===== src/rtl/vector_pkg.sv =====
// ---------------------------------------------------------------------------
// vector_pkg
// Shared definitions for the vector result serializer: the length-field
// width, the serializer state encoding and the bytes-per-element helper.
// ---------------------------------------------------------------------------
package vector_pkg;

    localparam int LEN_W = 8;

    typedef enum logic [1:0] {
        IDLE   = 2'd0,
        HEADER = 2'd1,
        DATA   = 2'd2
    } ser_state_t;

    // Number of whole bytes needed to carry one element of 'bits' bits.
    function automatic int bytes_per_elem(input int bits);
        return (bits + 7) / 8;
    endfunction

endpackage


===== src/rtl/vector_byte_select.sv =====
// ---------------------------------------------------------------------------
// vector_byte_select
// Purely combinational byte picker: returns byte i_byte_idx (little-endian)
// of element i_elem_idx of the snapshot. Bits above BITS in the top byte
// read as zero.
//
// Ports:
//   i_elems     snapshot vector, N elements of BITS bits
//   i_elem_idx  element to read
//   i_byte_idx  byte within that element, 0 = least significant
//   o_byte      selected byte
// ---------------------------------------------------------------------------
module vector_byte_select
    import vector_pkg::*;
#(
    parameter int BITS = 8,
    parameter int N    = 4,
    localparam int BPE = bytes_per_elem(BITS),
    localparam int EW  = (N > 1) ? $clog2(N) : 1,
    localparam int BW  = (BPE > 1) ? $clog2(BPE) : 1
) (
    input  logic [BITS-1:0] i_elems [N-1:0],
    input  logic [EW-1:0]   i_elem_idx,
    input  logic [BW-1:0]   i_byte_idx,
    output logic [7:0]      o_byte
);

    logic [8*BPE-1:0] w_padded;

    always_comb begin
        w_padded            = '0;
        w_padded[BITS-1:0]  = i_elems[i_elem_idx];
        o_byte              = w_padded[8*i_byte_idx +: 8];
    end

endmodule


===== src/rtl/vector_result_serializer.sv =====
// ---------------------------------------------------------------------------
// vector_result_serializer
// Snapshots the ALU result vector on a capture strobe and streams it over a
// valid/ready byte interface: one length byte (clipped to N), then every
// element least-significant byte first, element 0 first. All outputs are
// registered; done pulses for one cycle after the last byte is accepted.
//
// Ports:
//   clk       system clock, rising edge
//   rst_n     synchronous reset, active-low
//   S         ALU result vector (N x BITS)
//   S_len     ALU result length
//   capture   start a transfer (only honoured while idle)
//   busy      transfer in progress
//   tx_data   outgoing byte
//   tx_valid  tx_data valid
//   tx_ready  downstream accepts the byte
//   done      one-cycle pulse after the final handshake
// ---------------------------------------------------------------------------
module vector_result_serializer
    import vector_pkg::*;
#(
    parameter int BITS = 8,
    parameter int N    = 4
) (
    input  logic             clk,
    input  logic             rst_n,
    input  logic [BITS-1:0]  S [N-1:0],
    input  logic [LEN_W-1:0] S_len,
    input  logic             capture,
    output logic             busy,
    output logic [7:0]       tx_data,
    output logic             tx_valid,
    input  logic             tx_ready,
    output logic             done
);

    localparam int BPE = bytes_per_elem(BITS);
    localparam int EW  = (N > 1) ? $clog2(N) : 1;
    localparam int BW  = (BPE > 1) ? $clog2(BPE) : 1;

    ser_state_t       r_state, w_state_nx;
    logic [BITS-1:0]  r_snap [N-1:0];
    logic [LEN_W-1:0] r_len;
    logic [LEN_W-1:0] w_eff_len;
    logic [EW-1:0]    r_e, w_e_nx;
    logic [BW-1:0]    r_b, w_b_nx;
    logic             r_busy, w_busy_nx;
    logic             r_valid, w_valid_nx;
    logic             r_done, w_done_nx;
    logic [7:0]       r_data, w_data_nx;
    logic [7:0]       w_sel;
    logic             w_load;
    logic             w_hs;
    logic             w_last_byte;
    logic             w_last_elem;

    assign w_eff_len   = (S_len > LEN_W'(N)) ? LEN_W'(N) : S_len;
    assign w_hs        = r_valid & tx_ready;
    assign w_last_byte = (r_b == BW'(BPE - 1));
    assign w_last_elem = (LEN_W'(r_e) == (r_len - LEN_W'(1)));

    // Next-state, counters and control outputs.
    always_comb begin
        w_state_nx = r_state;
        w_e_nx     = r_e;
        w_b_nx     = r_b;
        w_busy_nx  = r_busy;
        w_valid_nx = r_valid;
        w_done_nx  = 1'b0;
        w_load     = 1'b0;

        case (r_state)
            IDLE: begin
                if (capture) begin
                    w_load     = 1'b1;
                    w_state_nx = HEADER;
                    w_busy_nx  = 1'b1;
                    w_valid_nx = 1'b1;
                end
            end
            HEADER: begin
                if (w_hs) begin
                    if (r_len == '0) begin
                        w_state_nx = IDLE;
                        w_busy_nx  = 1'b0;
                        w_valid_nx = 1'b0;
                        w_done_nx  = 1'b1;
                    end else begin
                        w_state_nx = DATA;
                        w_e_nx     = '0;
                        w_b_nx     = '0;
                    end
                end
            end
            DATA: begin
                if (w_hs) begin
                    if (!w_last_byte) begin
                        w_b_nx = r_b + BW'(1);
                    end else if (!w_last_elem) begin
                        w_b_nx = '0;
                        w_e_nx = r_e + EW'(1);
                    end else begin
                        w_state_nx = IDLE;
                        w_busy_nx  = 1'b0;
                        w_valid_nx = 1'b0;
                        w_done_nx  = 1'b1;
                        w_e_nx     = '0;
                        w_b_nx     = '0;
                    end
                end
            end
            default: begin
                w_state_nx = IDLE;
                w_busy_nx  = 1'b0;
                w_valid_nx = 1'b0;
            end
        endcase
    end

    // The mux looks at the *next* indices so the byte is ready in the
    // register the same cycle the counters advance.
    vector_byte_select #(
        .BITS (BITS),
        .N    (N)
    ) u_byte_select (
        .i_elems    (r_snap),
        .i_elem_idx (w_e_nx),
        .i_byte_idx (w_b_nx),
        .o_byte     (w_sel)
    );

    // Outgoing byte: header on capture, new element byte after each data
    // handshake, cleared when the link goes idle, held otherwise (stall).
    always_comb begin
        w_data_nx = r_data;
        if (w_load) begin
            w_data_nx = w_eff_len;
        end else if (w_hs && (w_state_nx == DATA)) begin
            w_data_nx = w_sel;
        end else if (!w_valid_nx) begin
            w_data_nx = '0;
        end
    end

    always_ff @(posedge clk) begin
        if (!rst_n) begin
            r_state <= IDLE;
            r_e     <= '0;
            r_b     <= '0;
            r_len   <= '0;
            r_busy  <= 1'b0;
            r_valid <= 1'b0;
            r_done  <= 1'b0;
            r_data  <= '0;
        end else begin
            r_state <= w_state_nx;
            r_e     <= w_e_nx;
            r_b     <= w_b_nx;
            r_busy  <= w_busy_nx;
            r_valid <= w_valid_nx;
            r_done  <= w_done_nx;
            r_data  <= w_data_nx;
            if (w_load) begin
                r_len <= w_eff_len;
            end
        end
    end

    // Snapshot is pure data; it is only meaningful after a capture.
    always_ff @(posedge clk) begin
        if (w_load) begin
            r_snap <= S;
        end
    end

    assign busy     = r_busy;
    assign tx_valid = r_valid;
    assign tx_data  = r_data;
    assign done     = r_done;

endmodule


===== config.mk =====
export PLATFORM = sky130hd
export DESIGN_NAME = vector_result_serializer
export DESIGN_NICKNAME = d
export VERILOG_FILES = /design/src/rtl/vector_pkg.sv /design/src/rtl/vector_byte_select.sv /design/src/rtl/vector_result_serializer.sv
export SDC_FILE = /design/constraint.sdc
export NUM_CORES = 1
export LEC_CHECK = 0
export BUFFER_PORTS_ARGS = -buffer_cell sky130_fd_sc_hd__buf_2
export CAP_MARGIN = 5
export CORE_ASPECT_RATIO = 1.25
export CORE_UTILIZATION = 36
export DETAILED_ROUTE_END_ITERATION = 16
export PLACE_DENSITY = 0.67
export SLEW_MARGIN = 20
export SYNTH_ARGS = -nofsm -noshare
export SYNTH_HDL_FRONTEND = slang
export SYNTH_SLANG_ARGS = --single-unit
export TNS_END_PERCENT = 50

===== constraint.sdc =====
create_clock -name clk -period 3.7 [get_ports clk]
set_input_delay 1.11 -clock clk [delete_from_list [all_inputs] [get_ports clk]]
set_output_delay 1.11 -clock clk [all_outputs]
set_load 0.01 [all_outputs]

Word level (Yosys, flattened, before mapping)
Cells that the tools add are included.

storage, ports and cells
  output and inout port bits = 11
  input bits = 44
  word-level logic and storage cells = 80
  register bits after elaboration = 56

operators by class
  equality and inequality tests = 11
  reductions and logical operators = 4
  add/subtract/negate cells = 3
  shift operators = 1
  mux-type cells = 46
  bitwise operators = 1
  order comparisons = 2

operator list
  operator                                                                          number
  8-bit 2-to-1 mux                                                                  5
  1-bit 2-to-1 mux                                                                  23
  2-bit 2-to-1 mux                                                                  11
  8-bit binary-select mux with 2-bit select                                         1
  2-bit != test (second input constant)                                             6
  2-bit by 8-bit equality test with 1-bit output                                    1
  8-bit by 3-bit greater-than comparator with 1-bit output (second input constant)  1
  8-bit zero test                                                                   1
  8-bit by 5-bit variable part select with 8-bit output                             1
  8-bit by 1-bit subtractor with 8-bit output (second input constant)               1
  1-bit one-hot mux with 3 select lines                                             2
  2-bit one-hot mux with 3 select lines                                             1
  6-bit AND reduction                                                               1
  2-bit equality test (second input constant)                                       2
  1-bit one-hot mux with 2 select lines                                             2
  2-bit one-hot mux with 2 select lines                                             1
  2-bit by 3-bit less-than comparator with 1-bit output (second input constant)     1
  3-bit by 1-bit != test with 1-bit output (second input constant)                  1
  2-bit by 1-bit adder with 2-bit output (second input constant)                    1
  2-bit by 1-bit equality test with 1-bit output (second input constant)            1
  2-bit zero test                                                                   1
  1-bit adder (second input constant)                                               1
  1-bit AND                                                                         1
  1-bit logical AND                                                                 1

Logic depth before layout (Yosys ltp)
  word-level depth = 11
  gate-level depth with buffers = 9
  mapped depth without buffers = 8

Modules after synthesis
A second synthesis with hierarchy kept.

unflattened totals
  cells, all modules = 211
  area, all modules = 2512.4 sq um

by module, submodules not included
  module                    seq. area each (sq um)  instances  area an instance (sq um)  cells an instance
  vector_result_serializer  1441.4                  1          2249.7                    181
  vector_byte_select        0.0                     1          262.8                     30

Worst setup path after synthesis
Ideal clock, no wire load.

  path kind = input -> register
  start point = input capture
  end point = register r_data[0] (netlist: tx_data[0])
  stages on the path = 5
  setup slack = 1154 ps
  arrival = 2464 ps
  library setup time = 82 ps
  path buffers = 1
  required time = 3618 ps
  cell sequence = nand2_1 clkbuf_1 inv_1 nand2_1 o2111ai_1

between the ends
  elaborated cells on any way between the ends = 11
  classes of those cells = eq/ne (2); mux (8); reduce/logical (1)

RTL lines
  item                                                                                    line                             RTL
  start, declared                                                                         vector_result_serializer.sv:30   input logic capture,
  1-bit 2-to-1 mux (*)                                                                    vector_result_serializer.sv:75   if (capture) begin
  1-bit 2-to-1 mux (*)                                                                    vector_result_serializer.sv:73   case (r_state)
  via w_load                                                                              vector_result_serializer.sv:53   logic w_load;
  3-bit by 1-bit != test with 1-bit output (no line) or 8-bit 2-to-1 mux (tied branches)  -
  end signal, assigned                                                                    vector_result_serializer.sv:163  r_data <= w_data_nx;
  end, declared                                                                           vector_result_serializer.sv:51   logic [7:0] r_data, w_data_nx;

The timed path passes the listed nets; every way through them passes the cells marked *.
A chain may end at the register's enable or synchronous reset.

Worst setup path after layout
  start point = register r_len[0]
  end point = register r_data[5] (netlist: tx_data[5])

between the ends
  word-level cells in the longest chain between the ends = 11
  elaborated cells on any way between the ends = 32
  classes of those cells = add/sub (1); eq/ne (3); shift (1); mux (25); reduce/logical (2)

RTL lines
  item                                                   line                             RTL
  start, declared                                        vector_result_serializer.sv:44   logic [LEN_W-1:0] r_len;
  start signal, assigned                                 vector_result_serializer.sv:165  r_len <= w_eff_len;
  8-bit by 1-bit subtractor with 8-bit output            vector_result_serializer.sv:61   assign w_last_elem = (LEN_W'(r_e) == (r_len - LEN_W'(1)));
  2-bit by 8-bit equality test with 1-bit output         vector_result_serializer.sv:61
  2-bit 2-to-1 mux                                       vector_result_serializer.sv:100  end else if (!w_last_elem) begin
  2-bit 2-to-1 mux                                       vector_result_serializer.sv:98   if (!w_last_byte) begin
  2-bit 2-to-1 mux                                       vector_result_serializer.sv:97   if (w_hs) begin
  2-bit one-hot mux with 2 select lines                  vector_result_serializer.sv:73
  8-bit binary-select mux with 2-bit select              vector_byte_select.sv:32         w_padded[BITS-1:0] = i_elems[i_elem_idx];
  8-bit 2-to-1 mux (not written as such)                 vector_byte_select.sv:32
  8-bit by 5-bit variable part select with 8-bit output  vector_byte_select.sv:33         o_byte = w_padded[8*i_byte_idx +: 8];
  8-bit 2-to-1 mux                                       vector_result_serializer.sv:139  end else if (w_hs && (w_state_nx == DATA)) begin
  8-bit 2-to-1 mux                                       vector_result_serializer.sv:137  if (w_load) begin

Parallel ways exist; a longest one is shown, timed or not. The select of a mux whose other input is x is not followed.

==> key figures <==
Status
  – Status: finished, final reports clean

Critical path
  – CP peak stage delay: between 0.7 and 0.8 ns
  – CP Data Arrival Time: just under 3 ns
  – CP endpoint kind: flip-flop
  – Worst path slowest cell: a2111oi_4
  – Crit Path Category: flip-flop to flip-flop
  – Crit start category: flip-flop
  – Crit-path max FO: 13
  – R2R setup slack: around 0.96 ns
  – WP data required: between 3 and 4 ns
  – Worst path cell trace: inv_1 -> ha_1 -> xor2_1 -> o211a_4 -> a2111oi_4 -> or3_4 -> mux2i_1 -> o221ai_1

Timing
  – Final period util: 74.0%
  – RSZ-0062 raised after global routing: false
  – Hold Slack: roughly 0.52 ns
  – Worst Clk Skew: ~0.008 ns
  – Setup TNS: 0 ns
  – Final setup viols: 0
  – PnR worst setup slack: between 0.9 and 1 ns
  – Fin. Hold Viols: 0
  – Peak Freq: 0.365 GHz
  – Max Slew Vio Count: 0
  – Slew margin rel.: about half
  – Worst Tran Pin Value: ~0.78 ns
  – Min Tclk post-route: between 2 and 3 ns

Global routing
  – GRT Total Usage: roughly 14%
  – Vias in the first global route: approximately 1800
  – Initial antenna violation count: 0
  – Overflow left after global routing: 0
  – First-pass GRT wire length: about 8300 um
  – Largest net degree at the start of global routing: 37

Cells and area
  – Synth-to-layout area growth: 18.8%
  – Nets: about 310
  – Fin util: between 40% and 50%
  – Number of fill cells: between 600 and 700
  – Ant diodes: 0
  – Share of cells above drive strength 1: roughly 27%
  – Final non-filler cell total: around 350

Floorplanning
  – Die area: ~0.0076 mm^2
  – Core Area: 0.00698 mm^2
  – Initial core utilization: between 30% and 40%
  – Die Y: approximately 97 um
  – Die W: just under 80 um
  – I/O Pins: 55
  – Cell row count: 34

Drt
  – TritonRoute pass-1 iters: 4
  – ANT nets after route: 0
  – Final wirelength: 5210 um
  – Drt drc: 0
  – Initial detailed-routing violation count: about 130
  – Wire length per cell: between 10 and 15 um
  – Vias: between 1500 and 2000
  – DR vias/cell: between 5 and 6

Clocking
  – CTS Hold Bufs: 0
  – Clk slew on worst S/H paths: 0.10 ns
  – # Post-CTS Setup Buffers: 0
  – CTS H-tree lvls: 2
  – CTS tree: done
  – CTS root buf: clkbuf_8
  – CTS Buffer Depth: 2
  – Num CTS Buffers: 5
  – TritonCTS Sinks: 56
  – Worst-skew pair later-pin latency: 0.31 ns
  – Cts repair resizes: 0

Pwr
  – VDD IR-drop max: 0.284 mV
  – Pleak: around 0.0011 uW
  – Psw: between 200 and 300 uW
  – Comb pwr share: 9.3%
  – Seq pwr share: between 50% and 60%
  – Sw Ratio: a little over a fifth
  – Clock share of power: 35.9%
  – Cell Pwr Density: ~420 mW/mm^2
  – Internal cell power: ~1000 uW

Synth
  – Largest cells by area after synthesis: edfxtp_1 37%, dfxtp_1 18%, mux2i_1 3.9%, o2111ai_1 3.0%, ha_1 2.9%
  – Post-synth EDFFs: 32
  – Yosys warns: 0
  – Mapped Area: ~0.0026 mm^2
  – Commonest cells in the netlist: 32 x edfxtp_1, 24 x dfxtp_1, 13 x nand2_1
  – Synth unique cells: 50
  – Synth Instances: approximately 210
  – Synth Area per Inst: roughly 12 um^2
  – Net Count, Synth: roughly 260
  – Largest area contributor in the netlist: edfxtp_1
  – Main synth FF type: edfxtp_1
  – Most frequent cell after synthesis: edfxtp_1
  – FF+latch count, synth: 56
  – Yosys top cell area share: 37.0%
  – Asr flop ratio synth: 0%
  – Register area share after synthesis: between 50 and 60%

Place
  – Placement Setup Slack: roughly 0.77 ns
  – Dpl hpwl: roughly 3800 um
  – I/O Buffers: 54
  – Routability cong.: roughly 0.86
  – Placed cells: roughly 350

Flow run
  – Max-cap viol count: 0

Worst hold path
  – Worst min path class: flip-flop to flip-flop
==> cell usage in the layout (no fill, tap or decap), types with 6 or more instances in the layout <==
| cell | Yosys | final |
|---|---|---|
| o2111ai_1 | 9 | 9 |
| a21oi_1 | 10 | 10 |
| buf_2 | 3 | 54 |
| edfxtp_1 | 32 | 32 |
| nor2_1 | 6 | 6 |
| nor4b_1 | 6 | 6 |
| nand2_1 | 13 | 13 |
| o31a_1 | 6 | 6 |
| mux2i_1 | 10 | 10 |
| ha_1 | 6 | 6 |
| inv_1 | 8 | 8 |
| dfxtp_1 | 24 | 24 |
| o211ai_1 | 9 | 9 |
==> metal layers <==
metal  vias to the layer above  track usage (%)  wire, um
met5                         -                0         0
met4                         0             4.84        72
met3                         7             3.77       235
met2                        57             25.7      2650
met1                       911             15.9      2250
li1                        932                -         -
==> final cells by class <==
type	count	area (um^2)	share of cell area (%)
clock inverters	2	60.1	1.95
well taps	90	113	3.65
clock buffers	6	72.6	2.35
flip-flops and latches	56	1440	46.7
multi-input cells	136	1080	35.1
repair buffers	56	285	9.25
inverters	8	30.0	0.973
==> registers in the layout, indices dropped and copies added, names as in the netlist <==
register and count:
r_state 2, done 1, r_b 1, busy 1, tx_valid 1, r_e 2
r_len 8, r_snap 32, tx_data 8
==> power by group through the flow <==
stage                     combinational [uW]  clock, uW  sequential [uW]
after floorplan                         72.5          0              723
after global placement                   119          0              724
after detailed placement                 120          0              724
after CTS                                121        475              710
after global routing                     133        494              713
final                                    120        465              710
==> kinds of logic (layout without fill, tap and decap cells) <==
group,Yosys count,in the layout,share of synthesized area [%]
adder cells (fa/ha/maj),6,6,2.89
AO/OA/AOI/OAI,63,63,20.9
buffers and inverters,16,72,2.79
AND/OR/NAND/NOR,55,55,13.4
flip-flops,56,56,55.5
XOR/XNOR,2,2,0.674
multiplexers,10,10,3.85
==> metrics by stage <==
stage,cell area (um^2),power (uW)
detailed placement,2950,845
floorplan,2600,795
global route,3090,1340
CTS,3090,1310
global placement,2950,842
finish,3090,1290
==> final timing paths <==
kind | end | cells past startpoint | start
worst min register to register | r_len[4]$_SDFFE_PN0P_ | 1 | r_len[4]$_SDFFE_PN0P_
worst max register to register | tx_data[5]$_SDFFE_PN0P_ | 8 | r_len[0]$_SDFFE_PN0P_
worst min-delay path | r_len[4]$_SDFFE_PN0P_ | 1 | r_len[4]$_SDFFE_PN0P_
worst max-delay path | tx_data[5]$_SDFFE_PN0P_ | 8 | r_len[0]$_SDFFE_PN0P_
==> worst max-delay path: cells and delay by family, from the launching register on <==
| kind | cells | cell delay (ns) |
|---|---|---|
| compound gates | 3 | 1.03 |
| xor+xnor | 1 | 0.15 |
| fa+ha+maj | 1 | 0.31 |
| buf+inv | 1 | 0.09 |
| flops | 1 | 0.42 |
| mux | 1 | 0.24 |
| simple gates | 1 | 0.38 |
No activity file was read; power rests on OpenSTA's default activity.
